[src/rtl/gate_exerciser.sv]
// gate_exerciser: sweeps a two-input gate through patterns 00, 01, 10 and 11.
// Each pattern is held for SETTLE_CYC cycles and then sampled for one cycle.
// Each sample is compared against EXP_TABLE, indexed by {x,y}.
// pass, fail_vec and err_count keep the last sweep's results until the next accepted start.
module gate_exerciser #(
  parameter int         SETTLE_CYC = 1,
  parameter logic [3:0] EXP_TABLE  = 4'b0111
) (
  input  logic       clk,
  input  logic       rst,
  input  logic       start,
  output logic       gate_x,
  output logic       gate_y,
  input  logic       gate_z,
  output logic       busy,
  output logic       done,
  output logic       pass,
  output logic [3:0] fail_vec,
  output logic [2:0] err_count
);

  typedef enum logic [1:0] {IDLE, SETTLE, SAMPLE, DONE} state_t;

  localparam logic [3:0] SETTLE_LAST = 4'(SETTLE_CYC - 1);

  state_t     state;
  logic [1:0] idx;
  logic [1:0] idx_next;
  logic [3:0] settle_cnt;
  logic       mismatch;
  logic [2:0] err_next;

  // Decide whether the current sample mismatches.
  // Case-inequality makes an X or Z on gate_z count as a mismatch.
  // The incremented count is computed here so that pass can use the final value.
  always_comb begin
    mismatch = (gate_z !== EXP_TABLE[idx]);
    err_next = err_count + {2'b00, mismatch};
    idx_next = idx + 2'd1;
  end

  // Sweep controller.
  // Outputs are registered, and gate_x/gate_y change only on the SAMPLE->SETTLE edge.
  always_ff @(posedge clk or posedge rst) begin
    if (rst) begin
      state      <= IDLE;
      idx        <= 2'd0;
      settle_cnt <= 4'd0;
      gate_x     <= 1'b0;
      gate_y     <= 1'b0;
      busy       <= 1'b0;
      done       <= 1'b0;
      pass       <= 1'b0;
      fail_vec   <= 4'd0;
      err_count  <= 3'd0;
    end else begin
      case (state)
        IDLE: begin
          gate_x <= 1'b0;
          gate_y <= 1'b0;
          busy   <= 1'b0;
          done   <= 1'b0;
          if (start) begin
            idx        <= 2'd0;
            settle_cnt <= 4'd0;
            fail_vec   <= 4'd0;
            err_count  <= 3'd0;
            pass       <= 1'b0;
            busy       <= 1'b1;
            state      <= SETTLE;
          end
        end
        SETTLE: begin
          settle_cnt <= settle_cnt + 4'd1;
          if (settle_cnt == SETTLE_LAST) begin
            state <= SAMPLE;
          end
        end
        SAMPLE: begin
          if (mismatch) begin
            fail_vec[idx] <= 1'b1;
          end
          err_count <= err_next;
          if (idx == 2'd3) begin
            done  <= 1'b1;
            busy  <= 1'b0;
            pass  <= (err_next == 3'd0);
            state <= DONE;
          end else begin
            idx        <= idx_next;
            gate_x     <= idx_next[1];
            gate_y     <= idx_next[0];
            settle_cnt <= 4'd0;
            state      <= SETTLE;
          end
        end
        DONE: begin
          done   <= 1'b0;
          gate_x <= 1'b0;
          gate_y <= 1'b0;
          state  <= IDLE;
        end
        default: begin
          state <= IDLE;
        end
      endcase
    end
  end

endmodule

[config.mk]
export PLATFORM = sky130hd
export DESIGN_NAME = gate_exerciser
export DESIGN_NICKNAME = d
export VERILOG_FILES = /design/src/rtl/gate_exerciser.sv
export SDC_FILE = /design/constraint.sdc
export NUM_CORES = 1
export LEC_CHECK = 0
export ABC_CLOCK_PERIOD_IN_PS = 1800
export CAP_MARGIN = 40
export CELL_PAD_IN_SITES_DETAIL_PLACEMENT = 1
export CELL_PAD_IN_SITES_GLOBAL_PLACEMENT = 1
export CORE_MARGIN = 2
export CORE_UTILIZATION = 36
export CTS_CLUSTER_SIZE = 8
export DETAILED_ROUTE_END_ITERATION = 7
export GPL_ROUTABILITY_DRIVEN = 0
export PLACE_DENSITY = 0.69
export SKIP_CTS_REPAIR_TIMING = 1
export SYNTH_ARGS = -nofsm -noshare
export SYNTH_HDL_FRONTEND = slang
export SYNTH_SLANG_ARGS = --single-unit
[constraint.sdc]
create_clock -name clk -period 1.8 [get_ports clk]
set_input_delay 0.18 -clock clk [delete_from_list [all_inputs] [get_ports clk]]
set_output_delay 0.18 -clock clk [all_outputs]
set_load 0.005 [all_outputs]
---- Word-level counts from Yosys, hierarchy flattened ----
Cells that the tools add are included.
word-level totals
  register bits ........................... 20
  input port bits ......................... 4
  output and inout port bits .............. 12
  word-level logic and storage cells ...... 73
cells by class
  $add $sub $neg .......................... 3
  magnitude comparators ................... 2
  eq/ne operators ......................... 10
  multiplexer cells ....................... 30
  bitwise operators ....................... 1
  reductions and logical operators ........ 17
operator list
  cell                                                 number
  2-to-1 mux 4 bit                                     3
  case mux 4 bit (3 select lines)                      1
  AND reduction 3 bit                                  4
  2-to-1 mux 2 bit                                     5
  inequality test 2 bit (second input constant)        5
  case mux 1 bit (2 select lines)                      5
  AND reduction 2 bit                                  5
  2-to-1 mux 1 bit                                     9
  case mux 2 bit (4 select lines)                      1
  case mux 4 bit (2 select lines)                      1
  == test 2 bit (second input constant)                3
  case mux 3 bit (2 select lines)                      1
  adder 4 x 1 -> 4 bit (second input constant)         1
  zero test 4 bit                                      1
  OR 4 bit                                             1
  case mux 2 bit (2 select lines)                      1
  nonzero test 2 bit                                   2
  adder 3 x 1 -> 3 bit                                 1
  zero test 3 bit                                      1
  < comparator 2 x 3 -> 1 bit (second input constant)  1
  2-to-1 mux 3 bit                                     1
  nonzero test 3 bit                                   1
  adder 2 x 1 -> 2 bit (second input constant)         1
  binary-select mux 1 bit (select 2 bit)               1
  7 further kinds                                      7

---- Longest topological paths before layout ----
Gate-level depths: netlist of the first run.
  word-level depth ........................ 7
  gate-level depth with buffers ........... 8
  mapped depth without buffers ............ 7

---- Least setup slack after synthesis of the first run ----
OpenSTA, ideal clock, no wires.
  path kind ............................... reg-to-reg
  start point ............................. register idx[0]
  end point ............................... register pass
  library setup time ...................... 66 ps
  data arrival time ....................... 1,792 ps
  required time ........................... 1,734 ps
  setup slack ............................. -58 ps
  cell stages (with the launch flop) ...... 9
  buffers on the path ..................... 1
  period minus slack after synthesis ...... 1,858 ps
  cells stage by stage .................... dfrtp_1 > ha_1 > buf_6 > xnor2_1 > ha_1 > ha_1 > nor3b_1 > o2111ai_1 > nand2_1
on the way
  longest elaborated chain between the ends .. 7
  elaborated cells between the ends (all ways) .. 10
  classes of those cells .................. 1 x add/sub; 3 x eq/ne; 4 x mux; 2 x reduce/logical
ends and longest elaborated chain
  item                                    line  source
  start, declared                         27    logic [1:0] idx;
  start signal, assigned                  90    idx <= idx_next;
  binary-select mux 1 bit (select 2 bit)  37    mismatch = (gate_z !== EXP_TABLE[idx]);
  2-to-1 mux 1 bit (not written as such)  37
  !== test 1 bit                          37
  adder 3 x 1 -> 3 bit                    38    err_next = err_count + {2'b00, mismatch};
  zero test 3 bit                         87    pass <= (err_next == 3'd0);
  2-to-1 mux 1 bit                        84    if (idx == 2'd3) begin
  case mux 1 bit (2 select lines)         57    case (state)
  end signal, assigned                    87
  end, declared                           17    output logic pass,
Several ways; a longest one is shown, not always the timed one. The select of a mux whose other input is x is not followed.
A chain may end at the register's enable or synchronous reset.

---- Final worst setup path of the first run ----
  start point ............................. register idx[1]
  end point ............................... register pass
The elaborated chain is that of the path after synthesis.

==> results of run 1 <==
[how the worst max path moves through the flow]
stage                     startpoint    to  slack [ns]  cells after the start
final                         idx[1]  pass        0.09                      7
after floorplan               idx[0]  pass       0.008                      8
after global routing          idx[0]  pass       -0.03                      7
after CTS                     idx[0]  pass        0.05                      7
after detailed placement      gate_z  pass        0.03                      7
after global placement        gate_z  pass        0.05                      7
[synthesized netlist by cell type, types with 2 or more instances]
| master | count |
|---|---|
| inv_1 | 12 |
| nand2_1 | 7 |
| dfrtp_1 | 20 |
| o21ai_0 | 4 |
| buf_6 | 2 |
| nand2b_1 | 4 |
| nor2_1 | 6 |
| buf_4 | 2 |
| ha_1 | 12 |
| a31oi_1 | 4 |
| xnor2_1 | 2 |
| nand4_1 | 2 |
| a32o_1 | 4 |
| nand3_1 | 2 |
| a21oi_1 | 4 |
| mux2i_1 | 2 |
| a22o_1 | 3 |
| o211ai_1 | 2 |
[metal layers]
layer / routed length, um / vias up / GRT usage / share of wire
li1: - / 463 / - / -
met1: 1220 / 495 / 0.1926 / 0.44
met2: 1487 / 11 / 0.2970 / 0.53
met3: 54 / 4 / 0.01802 / 0.019
met4: 27 / 0 / 0.05000 / 0.0097
met5: 0 / - / 0 / 0
[stage by stage]
stage / setup TNS (ns) / setup WS, ns / utilization / cells
floorplan: 0 / 0.007727 / - / 117
global placement: 0 / 0.04990 / 0.4478 / 182
detailed placement: 0 / 0.02966 / 0.4478 / 182
CTS: 0 / 0.04779 / 0.4637 / 186
global route: -0.03417 / -0.02910 / 0.4660 / 186
finish: 0 / 0.08507 / 0.4660 / 186
[cell usage in the layout (no fill, tap or decap), types with 2 or more instances in the layout]
cell              n
clkbuf_4          3
nand2_1           7
a32o_1            4
o211ai_1          2
a21oi_1           4
a22o_1            3
mux2i_1           2
clkdlybuf4s50_1  15
nand3_1           2
nor2_1            6
inv_1            12
dfrtp_1          20
nand4_1           2
ha_1             12
a31oi_1           4
buf_4             9
nand2b_1          4
o21ai_0           4
[kinds of logic after synthesis]
| kind of cell | after synthesis | share of synthesized area |
|---|---|---|
| AOI/OAI and AO/OA | 33 | 0.2188 |
| and+or+nand+nor | 30 | 0.1482 |
| DFF | 20 | 0.4032 |
| buffers and inverters | 17 | 0.06955 |
| adders and majority gates | 12 | 0.1210 |
| muxes | 3 | 0.02520 |
| xor gates and xnor gates | 2 | 0.01412 |
[state kept, by name, summed over array words and instances, names as in the netlist]
name        count
gate_x          1
pass            1
fail_vec        4
busy            1
gate_y          1
err_count       3
settle_cnt      4
state           2
done            1
idx             2
[final cells by class]
class,instances,area [um^2],share of cell area
timing repair buffer,24,217.7,0.1411
clock inverter,1,30.03,0.01946
sequential,20,500.5,0.3244
tap,46,57.56,0.03731
multi-input combinational,80,669.4,0.4339
clock buffer,3,22.52,0.01460
inverter,12,45.04,0.02920
[worst min-delay path, cell delays in order]
cell	delay, ns
clkdlybuf4s50_1	0.39
inv_1	0.05
buf_4	0.26
[where the power goes]
| part | switching, mW | internal, mW | total, mW |
|---|---|---|---|
| Clock | 0.149 | 0.225 | 0.374 |
| Sequential | 0.0889 | 0.560 | 0.649 |
| Combinational | 0.611 | 0.557 | 1.17 |
==> key figures, run 1 <==
Finish
  • Antenna diodes: 0
  • Fill cells: 402
  • Design area: 1543 um^2
  • P&R area growth vs syn: 24.29%
  • Layout Nets: 157
  • Share of layout cells above drive strength 1: 0.2000

Timing
  • Tightest Pin Transition: 0.4203 ns
  • Fmax: 583.1 MHz
  • Endpoints failing hold: 0
  • Fin crit period: 1.715 ns
  • Max-slew violation count: 0
  • Worst Skew: 0.006182 ns
  • Part of the cycle the worst path needs: 0.9527
  • Slew headroom: 0.7198
  • RSZ-0062 raised after global routing: yes
  • Setup violations, final: 0
  • WHS: 0.1861 ns

Global route
  • Largest net degree at the start of global routing: 21
  • Total grt overflow: 0
  • Vias in the first global route: 1056
  • Antenna violations before repair: 0
  • Global-route wire length before repair: 4981 um
  • Global Route Usage Sum: 0.1601

Worst setup path
  • Family with the most delay on the worst path: adder cells
  • Reg2Reg Depth: 7
  • CP most frequent cell: ha_1
  • Worst EP arrival: 1.97 ns
  • Worst stage delay on the critical path: 0.41 ns
  • Nature of the critical path startpoint: register
  • Critical path buffers and inverters: 0
  • Worst reg2reg endpoint: pass
  • Nature of the critical path endpoint: register
  • Crit-path max FO: 2
  • Reg-to-reg startpoint: idx[1]
  • Crit-path cells: ha_1 -> xnor2_2 -> ha_1 -> ha_1 -> nor3b_2 -> o2111ai_1 -> nand2_1
  • WP data required: 2.06 ns
  • CP max-delay cell: dfrtp_1
  • Reg-to-reg slack, setup: 0.09 ns
  • Crit path kind: register to register

Drt
  • Final WL: 2789 um
  • Router iterations before antenna repair: 4
  • Wire per inst: 14.99 um
  • DRT iter0 DRCs: 37
  • Vias: 973
  • Number of remaining DRC errors: 0
  • Post-route ant nets: 0
  • Vias per std cell: 5.231

Logic synthesis
  • Synth area leaders: dfrtp_1 (40%), ha_1 (12%), inv_1 (3.6%), a32o_1 (3.2%), a2111oi_4 (2.2%)
  • Yosys top cell by area: dfrtp_1
  • FF+latch count, synth: 20
  • Syn nets: 133
  • Post-synth top area share: 0.4032
  • Post-synthesis sequential area ratio: 0.4032
  • Synth async-reset ratio: 1.000
  • EDFF count, synth: 0
  • Synth unique cells: 41
  • Synthesized area per cell: 10.61 um^2
  • Cells after synthesis: 117
  • Cell area after synthesis: 1241 um^2
  • Synth Flop Type: dfrtp_1
  • Synth warn: 0

Power
  • Pwr dens: 1421 nW/um^2
  • Leakage power: 0.6878 nW
  • Tot Pwr: 2.192 mW
  • Peak VDD IR: 0.6351 mV

Floorplan
  • Starting Density: 0.3749
  • Die area: 3933 um^2
  • Core area: 3311 um^2
  • Die H: 62.72 um
  • I/O pins: 16
  • Die X: 62.72 um
  • # rows: 21

Clocking
  • Num Clock Sinks: 20
  • Clk slew on worst S/H paths: 0.12 ns
  • Deepest clock path buffer count: 2
  • Clock latency at the later pin of the worst-skew pair: 0.31 ns
  • H-tree depth: 1
  • CTS Buf Count: 3
  • CTS tree: done
  • Root buffer cell: clkbuf_4

Placement
  • Buffers on Ports: 15
  • Post-DP HPWL: 2139 um
  • Post-DP Area: 1483 um^2

Job
  • Max-Cap Viols: 0

Outcome
  • Status: finished clean

Hold path
  • Min-Delay Path Class: input pin to async pin
No activity file was read; power rests on OpenSTA's default activity.
==> inputs of run 2 (changes only) <==
CTS_BUF_LIST = sky130_fd_sc_hd__clkbuf_16   (was not set)
==> key figures, run 2 (same netlist as run 1, synthesis figures left out) <==
Outcome
  • Status: finished clean

Timing
  • Fmax: 584.9 MHz (+0.30%)
  • Endpoints failing hold: 0 (unchanged)
  • Fin crit period: 1.710 ns (-0.005208 ns)
  • Setup TNS: 0 ns (unchanged)
  • Setup violations, final: 0 (unchanged)
  • Tightest Pin Transition: 0.4485 ns (+0.02827 ns)
  • Worst Skew: 0.001968 ns (-0.004214 ns)
  • Part of the cycle the worst path needs: 0.9498 (-0.002893)
  • WHS: 0.2548 ns (+0.06866 ns)
  • Slew headroom: 0.7004 (-0.01946)
  • Max-slew violation count: 0 (unchanged)

Clocking
  • Root buffer cell: clkbuf_16
  • CTS tree: done
  • Clock latency at the later pin of the worst-skew pair: 0.26 ns (-0.05 ns)
  • Deepest clock path buffer count: 2 (unchanged)
  • Clk slew on worst S/H paths: 0.06 ns (-0.06 ns)
  • H-tree depth: 1 (unchanged)
  • CTS Buf Count: 3 (unchanged)
  • Num Clock Sinks: 20 (unchanged)

Power
  • Net Switching: 0.8720 mW (+2.6%)
  • Power Internal: 1.558 mW (+16%)
  • Sequential power share: 0.267 (-0.029)
  • Clk pwr share: 0.254 (+0.083)
  • Pwr dens: 1525 nW/um^2 (+7.4%)
  • Tot Pwr: 2.430 mW (+11%)
  • Peak VDD IR: 0.5504 mV (-13%)
  • Gate power share: 0.479 (-0.054)
  • Leakage power: 0.7107 nW (+3.3%)
  • Sw frac: 0.3589 (-0.02873)

Placement
  • Post-DP Area: 1483 um^2 (unchanged)
  • Post-DP HPWL: 2139 um (unchanged)
  • Total placed cells including tap cells: 182 (unchanged)
  • Buffers on Ports: 15 (unchanged)

Drt
  • Post-route ant nets: 0 (unchanged)
  • Met2 WL: 1477 um (-0.67%)
  • Met3 wire length: 62 um (+15%)
  • Vias: 983 (+1.0%)
  • Routed length on met1: 1228 um (+0.66%)
  • DRT iter0 DRCs: 26 (-30%)
  • Vias per std cell: 5.285 (+1.0%)
  • Number of remaining DRC errors: 0 (unchanged)
  • Router iterations before antenna repair: 4 (unchanged)
  • Wire per inst: 15.07 um (+0.50%)
  • Top sig layer: met4
  • Final WL: 2803 um (+0.50%)

Floorplan
  • I/O pins: 16 (unchanged)
  • Die area: 3933 um^2 (unchanged)
  • Core area: 3311 um^2 (unchanged)
  • # rows: 21 (unchanged)
  • Starting Density: 0.3749 (unchanged)
  • Die X: 62.72 um (unchanged)
  • Die H: 62.72 um (unchanged)

Worst setup path
  • Reg-to-reg startpoint: idx[1]
  • Critical path origin: idx[1]
  • Worst stage delay on the critical path: 0.39 ns (-0.02 ns)
  • WP data required: 2.00 ns (-0.06 ns)
  • CP max-delay cell: dfrtp_1
  • Reg-to-reg slack, setup: 0.09 ns (about the same)
  • Nature of the critical path startpoint: register
  • Crit-path cells: ha_1 -> xnor2_2 -> ha_1 -> ha_1 -> nor3b_2 -> o2111ai_1 -> nand2_1
  • Worst reg2reg endpoint: pass
  • Reg2Reg Depth: 7 (unchanged)
  • Crit-path max FO: 2 (unchanged)
  • Worst EP arrival: 1.91 ns (-0.06 ns)
  • CP most frequent cell: ha_1
  • Nature of the critical path endpoint: register
  • Crit path kind: register to register
  • Critical Path End: pass

Global route
  • Global-route wire length before repair: 4981 um (unchanged)
  • Total grt overflow: 0 (unchanged)
  • Global Route Usage Sum: 0.1620 (+0.001925)
  • Vias in the first global route: 1050 (-0.57%)
  • Largest net degree at the start of global routing: 21 (unchanged)
  • Antenna violations before repair: 0 (unchanged)

Finish
  • P&R area growth vs syn: 28.33%
  • Commonest cells after routing, fill and taps aside: dfrtp_1 (20), clkdlybuf4s50_1 (15), inv_1 (12), ha_1 (12), buf_4 (9)
  • Layout Cells excl Fill: 186 (unchanged)
  • Top Registers: fail_vec: 4 flops, settle_cnt: 4 flops, err_count: 3 flops
  • Layout Nets: 157 (unchanged)
  • Antenna diodes: 0 (unchanged)
  • Share of layout cells above drive strength 1: 0.1929 (-0.007143)
  • Design area: 1593 um^2 (+3.2%)
  • Commonest non-fill, non-tap cell in the layout: dfrtp_1
  • Fill cells: 389 (-3.2%)

Job
  • Max-Cap Viols: 0 (unchanged)

Hold path
  • Min-Delay Path Class: input pin to async pin
run 2: cell counts in the layout (fill, tap and decap cells not counted):
Identical to the previous run, type by type.
run 2: final cells by class:
| cell class | instances | area (um^2) | area share |
|---|---|---|---|
| Multi-Input combinational cell | 80 | 666.9 | 0.4187 |
| Clock buffer | 3 | 75.07 | 0.04713 |
| Sequential cell | 20 | 500.5 | 0.3142 |
| Inverter | 12 | 45.04 | 0.02828 |
| Tap cell | 46 | 57.56 | 0.03614 |
| Timing Repair Buffer | 24 | 217.7 | 0.1367 |
| Clock inverter | 1 | 30.03 | 0.01885 |
run 2: routing by layer:
layer,global-route usage,vias to the layer above
li1,-,465
met1,0.1995,503
met2,0.2876,12
met3,0.02883,3
met4,0.05000,0
met5,0,-
run 2: metrics by stage:
stage,utilization,worst slack [ns]
3_5_place_dp,0.4478,0.02966
6_report,0.4811,0.09027
5_1_grt,0.4811,-0.01134
2_1_floorplan,-,0.007727
4_1_cts,0.4796,0.05715
3_3_place_gp,0.4478,0.04990
run 2: critical path: cells and delay by family, from the launching register on:
| family | cells | cell delay (ns) |
|---|---|---|
| xor gates and xnor gates | 1 | 0.16 |
| DFF | 1 | 0.39 |
| adders and majority gates | 3 | 0.73 |
| AOI/OAI and AO/OA | 1 | 0.12 |
| and+or+nand+nor | 2 | 0.25 |
run 2: worst min path at each step:
| stage | startpoint | to | slack [ns] | depth (start not counted) |
|---|---|---|---|---|
| global route | rst | settle_cnt[0] | 0.30 | 3 |
| global placement | busy | busy | 0.49 | 2 |
| finish | rst | settle_cnt[3] | 0.25 | 3 |
| floorplan | rst | busy | 0.14 | 1 |
| CTS | rst | settle_cnt[0] | 0.26 | 3 |
| detailed placement | gate_x | gate_x | 0.48 | 1 |
run 2: power by group through the flow:
stage	sequential, mW	combinational, mW	clock [mW]
finish	0.649	1.16	0.617
global route	0.669	1.30	0.644
detailed placement	0.660	1.16	0
CTS	0.652	1.18	0.636
floorplan	0.654	0.800	0
global placement	0.653	1.12	0
